--- config.mk ---
export PLATFORM = sky130hd
export DESIGN_NAME = tl_host_arb
export DESIGN_NICKNAME = d
export VERILOG_FILES = /design/src/rtl/tl_host_arb.sv
export SDC_FILE = /design/constraint.sdc
export NUM_CORES = 1
export LEC_CHECK = 0
export CAP_MARGIN = 20
export CORE_AREA = 4 4 135 137
export CTS_CLUSTER_SIZE = 30
export DETAILED_ROUTE_END_ITERATION = 7
export DIE_AREA = 0 0 139 141
export GPL_TIMING_DRIVEN = 0
export PLACE_DENSITY = 0.76
export SLEW_MARGIN = 20
export SYNTH_ARGS = -nofsm -noshare
export SYNTH_HDL_FRONTEND = slang
export SYNTH_SLANG_ARGS = --single-unit
--- constraint.sdc ---
create_clock -name clk_i -period 5.4 [get_ports clk_i]
set_input_delay 1.08 -clock clk_i [delete_from_list [all_inputs] [get_ports clk_i]]
set_output_delay 1.08 -clock clk_i [all_outputs]
set_load 0.02 [all_outputs]
--- src/rtl/tl_host_arb.sv ---
// Round-robin arbiter sharing one device port among NHost crossbar hosts.
// Responses are steered back in order via a small outstanding-ID FIFO.
module tl_host_arb #(
    parameter int NHost          = 3,
    parameter int MaxOutstanding = 2
) (
    input  logic                  clk_i,
    input  logic                  rst_ni,
    input  logic [NHost-1:0]      h_a_valid_i,
    output logic [NHost-1:0]      h_a_ready_o,
    input  logic [NHost*32-1:0]   h_a_addr_i,
    input  logic [NHost-1:0]      h_a_we_i,
    input  logic [NHost*32-1:0]   h_a_wdata_i,
    output logic [NHost-1:0]      h_d_valid_o,
    input  logic [NHost-1:0]      h_d_ready_i,
    output logic [31:0]           h_d_rdata_o,
    output logic                  h_d_error_o,
    output logic                  d_a_valid_o,
    output logic [31:0]           d_a_addr_o,
    output logic                  d_a_we_o,
    output logic [31:0]           d_a_wdata_o,
    input  logic                  d_a_ready_i,
    input  logic                  d_d_valid_i,
    input  logic [31:0]           d_d_rdata_i,
    input  logic                  d_d_error_i,
    output logic                  d_d_ready_o,
    output logic [NHost-1:0]      grant_o,
    output logic                  unexp_rsp_o
);
    localparam int IW = (NHost > 1) ? $clog2(NHost) : 1;
    localparam int PW = (MaxOutstanding > 1) ? $clog2(MaxOutstanding) : 1;
    localparam int CW = $clog2(MaxOutstanding + 1);

    typedef enum logic {S_IDLE, S_SEND} state_t;

    state_t            r_state;
    state_t            w_state_nxt;
    logic [IW-1:0]     r_rr_ptr;
    logic [IW-1:0]     r_win;
    logic [31:0]       r_addr;
    logic              r_we;
    logic [31:0]       r_wdata;
    logic [IW-1:0]     r_fifo [MaxOutstanding];
    logic [PW-1:0]     r_wptr;
    logic [PW-1:0]     r_rptr;
    logic [CW-1:0]     r_count;
    logic              r_unexp;

    logic              w_found;
    logic [IW-1:0]     w_sel;
    logic              w_full;
    logic              w_empty;
    logic              w_accept;
    logic              w_push;
    logic              w_pop;
    logic [IW-1:0]     w_head;

    function automatic logic [IW-1:0] f_wrap(input int v);
        return IW'(v % NHost);
    endfunction

    function automatic logic [PW-1:0] f_pinc(input logic [PW-1:0] p);
        return (p == PW'(MaxOutstanding - 1)) ? '0 : p + 1'b1;
    endfunction

    // Walk the search order backwards so the host nearest rr_ptr wins.
    always_comb begin
        w_found = 1'b0;
        w_sel   = '0;
        for (int i = NHost - 1; i >= 0; i--) begin
            if (h_a_valid_i[f_wrap(int'(r_rr_ptr) + i)]) begin
                w_found = 1'b1;
                w_sel   = f_wrap(int'(r_rr_ptr) + i);
            end
        end
    end

    assign w_full   = (r_count == CW'(MaxOutstanding));
    assign w_empty  = (r_count == '0);
    // Holding off accepts in reset keeps every host-facing output quiet.
    assign w_accept = rst_ni && (r_state == S_IDLE) && w_found && !w_full;
    assign w_head   = r_fifo[r_rptr];

    always_ff @(posedge clk_i or negedge rst_ni) begin
        if (!rst_ni) r_state <= S_IDLE;
        else         r_state <= w_state_nxt;
    end

    always_comb begin
        w_state_nxt = r_state;
        h_a_ready_o = '0;
        w_push      = 1'b0;
        unique case (r_state)
            S_IDLE: begin
                if (w_accept) begin
                    h_a_ready_o[w_sel] = 1'b1;
                    w_state_nxt        = S_SEND;
                end
            end
            S_SEND: begin
                if (d_a_ready_i) begin
                    w_push      = 1'b1;
                    w_state_nxt = S_IDLE;
                end
            end
            default: w_state_nxt = S_IDLE;
        endcase
    end

    always_comb begin
        grant_o = '0;
        if (r_state == S_SEND) grant_o[r_win] = 1'b1;
    end

    // An empty FIFO means nobody asked: swallow the beat.
    always_comb begin
        h_d_valid_o = '0;
        d_d_ready_o = d_d_valid_i;
        w_pop       = 1'b0;
        if (!w_empty) begin
            h_d_valid_o[w_head] = d_d_valid_i;
            d_d_ready_o         = h_d_ready_i[w_head];
            w_pop               = d_d_valid_i & h_d_ready_i[w_head];
        end
    end

    always_ff @(posedge clk_i or negedge rst_ni) begin
        if (!rst_ni) begin
            r_rr_ptr <= '0;
            r_win    <= '0;
            r_addr   <= '0;
            r_we     <= 1'b0;
            r_wdata  <= '0;
            r_wptr   <= '0;
            r_rptr   <= '0;
            r_count  <= '0;
            r_unexp  <= 1'b0;
            for (int i = 0; i < MaxOutstanding; i++) r_fifo[i] <= '0;
        end else begin
            if (w_accept) begin
                r_win   <= w_sel;
                r_addr  <= h_a_addr_i[32*int'(w_sel) +: 32];
                r_we    <= h_a_we_i[w_sel];
                r_wdata <= h_a_wdata_i[32*int'(w_sel) +: 32];
            end
            if (w_push) begin
                r_fifo[r_wptr] <= r_win;
                r_wptr         <= f_pinc(r_wptr);
                r_rr_ptr       <= (r_win == IW'(NHost - 1)) ? '0 : r_win + 1'b1;
            end
            if (w_pop) r_rptr <= f_pinc(r_rptr);
            r_count <= r_count + CW'(w_push) - CW'(w_pop);
            if (w_empty && d_d_valid_i) r_unexp <= 1'b1;
        end
    end

    assign d_a_valid_o = (r_state == S_SEND);
    assign d_a_addr_o  = r_addr;
    assign d_a_we_o    = r_we;
    assign d_a_wdata_o = r_wdata;
    assign h_d_rdata_o = d_d_rdata_i;
    assign h_d_error_o = d_d_error_i;
    assign unexp_rsp_o = r_unexp;
endmodule
Word level (Yosys, flattened, before mapping) --
Cells that the tools add are included.
Operators by class: add/subtract/negate cells 7, divide/modulo/power cells 3, bitwise operators 5, reductions and logical operators 10, multipliers 0, multiplexer cells 42, equal/unequal tests 2, shift-type cells 2, magnitude comparators 12
Operators with widths (count):
- $shiftx 96x8->32 | 2
- $mod 32x3->32 const B | 2
- $mod 3x3->32 const B | 1
- $mux 1 | 19
- $lt 2x3->1 const B | 6
- $mux 2 | 8
- $mux 3 | 4
- $bmux 1 s2 | 5
- $logic_and 1x1->1 | 8
- $demux 1 s2 | 3
- $ge 2x1->1 const B | 3
- $bwmux 4 | 1
- $eq 2x2->1 const B | 2
- $ge 2x2->1 const B | 2
- $not 1->2 | 2
- $add 2x1->3 const B | 1
- $add 2x2->3 const B | 1
- $and 3x3->3 | 1
- $add 1x1->1 const B | 2
- $add 2x1->2 | 1
- $add 2x1->2 const B | 1
- $demux 2 s1 | 1
- $logic_not 2->1 | 1
- $lt 2x1->1 const B | 1
- other kinds (5) | 5
Word-level totals: memories 0, bits in writable memories 0, bits in read-only memories 0, register bits after elaboration 79, bits in latches 0

Longest topological paths before layout --
depth after elaboration 13, depth in mapped cells 12, mapped depth without buffers 10

Least setup slack after synthesis --
OpenSTA, ideal clock, no wires.
path type input to output, from in h_a_valid_i[2], to out h_a_ready_o[0], setup slack 1.717 ns, cell stages on the path 8, required time 4.320 ns, path buffers 3, data arrival time 2.603 ns, cells stage by stage mux2i_1 > or2_1 > a21oi_1 > or2_1 > buf_2 > buf_6 > buf_2 > nor3_1
On the way: longest elaborated chain between the ends 11, elaborated cells on any way between the ends 21, classes of those cells order compare (2); mux (16); reduce/logical (3)
Ends and longest elaborated chain:
- from (decl) | RTL line 9 | input logic [NHost-1:0] h_a_valid_i,
- $bmux 1 s2 | RTL line 71 | if (h_a_valid_i[f_wrap(int'(r_rr_ptr) + i)]) begin
- $mux 1 (not written as such) | RTL line 71
- $mux 2 (3 in a row) | RTL line 71
- $lt 2x3->1 (not written as such) or $ge 2x1->1 (tied branches) | RTL line 96 | h_a_ready_o[w_sel] = 1'b1;
- $logic_and 1x1->1 (not written as such) | RTL line 96
- $mux 1 (not written as such) | RTL line 96
- $demux 1 s2 | RTL line 96
- $mux 3 * | RTL line 95 | if (w_accept) begin
- $mux 3 * | RTL line 93 | unique case (r_state)
- to (decl) | RTL line 10 | output logic [NHost-1:0] h_a_ready_o,
Every way passes the cells marked *; elsewhere a longest branch is shown, timed or not. The select of a mux whose other input is x is not followed.

Worst setup path in the final report --
from in h_a_valid_i[1], to out h_a_ready_o[0]
The elaborated chain is that of the path after synthesis.

==> impl_metrics.py <==
metrics = {
    "run_status": {
        "status": "finished clean",
    },
    "route": {
        "top_signal_layer_used": "met4",
        "drt_drc_violations_left": 0,
        "routed_wire_length_per_instance_um": 18.4,
        "antenna_violating_nets_post_route": 0,
        "detail_route.first_pass.iterations": 4,
        "wirelength_mm": 20.8,
        "dr_wl_met3_mm": 1.77,
        "met1_wl_mm": 8.39,
        "route.met2.wl_mm": 10.2,
        "routed_via_density": 4.94,
        "vias": 5590,
        "drt_iter0_drc": 224,
    },
    "cells_and_area": {
        "diodes": 0,
        "nNetsFinal": 1146,
        "areaGrowthSynthToFinish_pct": 73.3,
        "drive_gt1_frac": 0.140,
        "final_design_area_no_fill_mm2": 0.00894,
        "finalNonFillerCells": 1132,
    },
    "floorplanning": {
        "boundaryPins": 348,
        "die_x_um": 139,
        "num_rows": 48,
        "fp.coreArea_mm2": 0.0171,
        "floorplan.die.height_um": 141,
        "start_util": 0.302,
        "dieArea_mm2": 0.0196,
    },
    "global_route": {
        "wire_length_of_the_first_global_routing_pass_mm": 31.8,
        "grt_overflow_total": 0,
        "gr-usage-all-layers": 0.203,
        "grt_start_max_net_pins": 49,
        "number_of_antenna_violations_at_the_first_check_in_global_routing": 0,
        "number_of_global_route_vias_before_repair": 5757,
    },
    "synth": {
        "syn_area_mm2": 0.00516,
        "postSynth.topFlopCell": "sky130_fd_sc_hd__dfrtp_1",
        "synthArstFlopShare": 1.00,
        "synth_edf_count": 0,
        "synthesis.area_per_instance_um2": 8.95,
        "yosys.cell_types.count": 37,
        "synth_seq_cells": 79,
        "post-synth-top-area-cell": "sky130_fd_sc_hd__dfrtp_1",
        "synth.area.top_cells": "sky130_fd_sc_hd__dfrtp_1 38%, sky130_fd_sc_hd__a211oi_2 9.7%, sky130_fd_sc_hd__nor3b_1 9.6%, sky130_fd_sc_hd__o21ai_0 6.9%, sky130_fd_sc_hd__o21ai_1 6.6%",
        "synth_cells": 576,
        "yosysWarnings": 0,
        "synth_top_cells_by_count": "79 x sky130_fd_sc_hd__dfrtp_1, 76 x sky130_fd_sc_hd__nand2_1, 71 x sky130_fd_sc_hd__o21ai_0",
        "synth_nets": 820,
        "synth_seq_area_share": 0.383,
        "post-synth-top-area-fraction": 0.383,
        "yosys.cell_count.top_type": "sky130_fd_sc_hd__dfrtp_1",
    },
    "sta": {
        "timing_worst_slew_pin_value_ns": 0.903,
        "timing.final.crit_share": 0.931,
        "postLayoutSetupSlackWorst_ns": 0.373,
        "drv_slew": 0,
        "highest_clock_rate_mhz": 199,
        "final-hold-violation-count": 0,
        "fin_worst_skew_ns": 0.00842,
        "unrepaired_setup_endpoints_after_global_routing": "false",
        "worst_slew_margin_rel": 0.397,
        "final-setup-viol-count": 0,
        "timing.final.crit_period_ns": 5.03,
    },
    "setup_path": {
        "start_kind": "primary input",
        "crit_required_ns": 4.32,
        "cp_max_fo": 10,
        "setup.worst_path.class": "in -> out",
        "endpoint_kind": "output pin",
        "arrival_time_reported_for_the_critical_path_endpoint_ns": 3.95,
    },
    "clock_network": {
        "cts.repair_timing.setup_buffer_count": 0,
        "ctsLongestPathBuffers": 2,
        "cts.sinks": 79,
        "post_cts_hold_buffer_count": 0,
        "clkTransAtPathRegs_ns": 0.06,
        "clk_latency_ns": 0.34,
        "cts.repair.resized": 0,
        "cts.htree.levels": 3,
        "cts_buffers": 9,
        "cts_tree": "built",
        "clk_root_buffer_cell": "sky130_fd_sc_hd__clkbuf_16",
    },
    "place": {
        "post-dp-hpwl_mm": 16.1,
        "detailedPlace.worstSlack_ns": 0.326,
        "place_congestion": 0.897,
        "io_buffers": 314,
        "dp_cells": 1116,
        "post_dp_cell_area_mm2": 0.00861,
    },
    "power": {
        "vdd.ir_drop.worst_uv": 292,
        "cellLeakagePower_uw": 0.00348,
        "p_per_area_mw_per_mm2": 619,
        "post_route_total_power_uw": 5540,
    },
    "min_path": {
        "worstHoldPathType": "reg -> reg",
    },
    "flow_run": {
        "max_cap_viol_count": 0,
    },
}
-- sequential cells by signal, indices dropped and copies added (netlist names) --
name         cells
d_a_addr_o      32
d_a_valid_o      1
d_a_wdata_o     32
d_a_we_o         1
r_count          2
r_fifo           4
r_rptr           1
r_rr_ptr         2
r_win            2
r_wptr           1
unexp_rsp_o      1
-- placed cells by master, fill, tap and decap left out, types with 2 or more instances in the layout --
cell type                         synthesis  routed
sky130_fd_sc_hd__a211oi_1                25      25
sky130_fd_sc_hd__a211oi_2                40      40
sky130_fd_sc_hd__a21oi_1                  3       3
sky130_fd_sc_hd__buf_2                   20      20
sky130_fd_sc_hd__buf_4                   34      35
sky130_fd_sc_hd__buf_6                    6       6
sky130_fd_sc_hd__bufinv_16                0       2
sky130_fd_sc_hd__clkbuf_1                23      23
sky130_fd_sc_hd__clkbuf_16                0       9
sky130_fd_sc_hd__clkdlybuf4s50_1          0     313
sky130_fd_sc_hd__clkinvlp_4               0       2
sky130_fd_sc_hd__dfrtp_1                 79      79
sky130_fd_sc_hd__ha_1                     6       6
sky130_fd_sc_hd__inv_1                    7       7
sky130_fd_sc_hd__inv_6                    0       2
sky130_fd_sc_hd__mux2_2                   5       5
sky130_fd_sc_hd__mux2i_1                  4       4
sky130_fd_sc_hd__nand2_1                 76      76
sky130_fd_sc_hd__nand2b_1                 4       4
sky130_fd_sc_hd__nand3_1                  2       2
sky130_fd_sc_hd__nor2_1                   8       8
sky130_fd_sc_hd__nor2b_1                  5       5
sky130_fd_sc_hd__nor3_1                   4       4
sky130_fd_sc_hd__nor3b_1                 66      66
sky130_fd_sc_hd__o21ai_0                 71      71
sky130_fd_sc_hd__o21ai_1                 68      68
sky130_fd_sc_hd__or2_1                    3       3
sky130_fd_sc_hd__xnor2_1                  3       3
-- metal layers --
layer	track usage	up-vias
met1	0.249	2625
met5	0	-
met3	0.0577	33
li1	-	2685
met2	0.344	247
met4	0.0695	0
-- kinds of logic (layout without fill, tap and decap cells) --
logic type	Yosys count	in the layout	synth area share
xor+xnor	4	4	0.00679
fa+ha+maj	6	6	0.0146
mux	9	9	0.0187
simple gates	170	170	0.180
buf+inv	91	422	0.105
flops	79	79	0.383
compound gates	217	217	0.291
-- final timing paths --
kind / startpoint / to / slack [ns] / depth (start not counted)
setup / recovery: h_a_valid_i[1] / h_a_ready_o[0] / 0.37 / 8
hold / removal: d_a_addr_o[30] / d_a_addr_o[30] / 0.48 / 2
setup reg to reg: r_rr_ptr[1] / d_a_addr_o[11] / 2.28 / 9
hold reg to reg: d_a_addr_o[30] / d_a_addr_o[30] / 0.48 / 2
max in group asynchronous: rst_ni / d_a_wdata_o[13] / 4.08 / 2
min in group asynchronous: rst_ni / unexp_rsp_o / 0.68 / 1
-- layout make-up --
cell class / count / area, um2
inverters: 7 / 26.3
repair buffers: 315 / 3170
multi-input cells: 406 / 2640
well taps: 225 / 282
clock buffers: 9 / 225
flip-flops and latches: 79 / 1980
plain buffers: 84 / 517
clock inverters: 7 / 104
fillers: 1638 / 8120
-- metrics by stage --
stage / setup TNS (ns) / util / hold WS, ns
finish: 0 / 0.524 / 0.479
global placement: -41.48 / 0.503 / 0.455
detailed placement: 0 / 0.505 / 0.474
CTS: 0 / 0.524 / 0.489
global route: 0 / 0.524 / 0.509
floorplan: 0 / - / 0.469
-- worst max-delay path, cell delays in order --
cell,delay [ns]
sky130_fd_sc_hd__clkdlybuf4s50_1,0.49
sky130_fd_sc_hd__nor2b_1,0.19
sky130_fd_sc_hd__o21ai_1,0.18
sky130_fd_sc_hd__nand2_1,0.11
sky130_fd_sc_hd__o311ai_2,0.75
sky130_fd_sc_hd__clkbuf_1,0.44
sky130_fd_sc_hd__nor3_1,0.11
sky130_fd_sc_hd__clkdlybuf4s50_1,0.58
-- where the power goes --
| part | internal (uW) | switching [uW] | leakage [uW] | total [uW] |
|---|---|---|---|---|
| registers | 885 | 175 | 0.000979 | 1060 |
| clock network | 412 | 273 | 0.000155 | 685 |
| logic | 1560 | 2230 | 0.00235 | 3790 |
No activity file was read; power rests on OpenSTA's default activity.
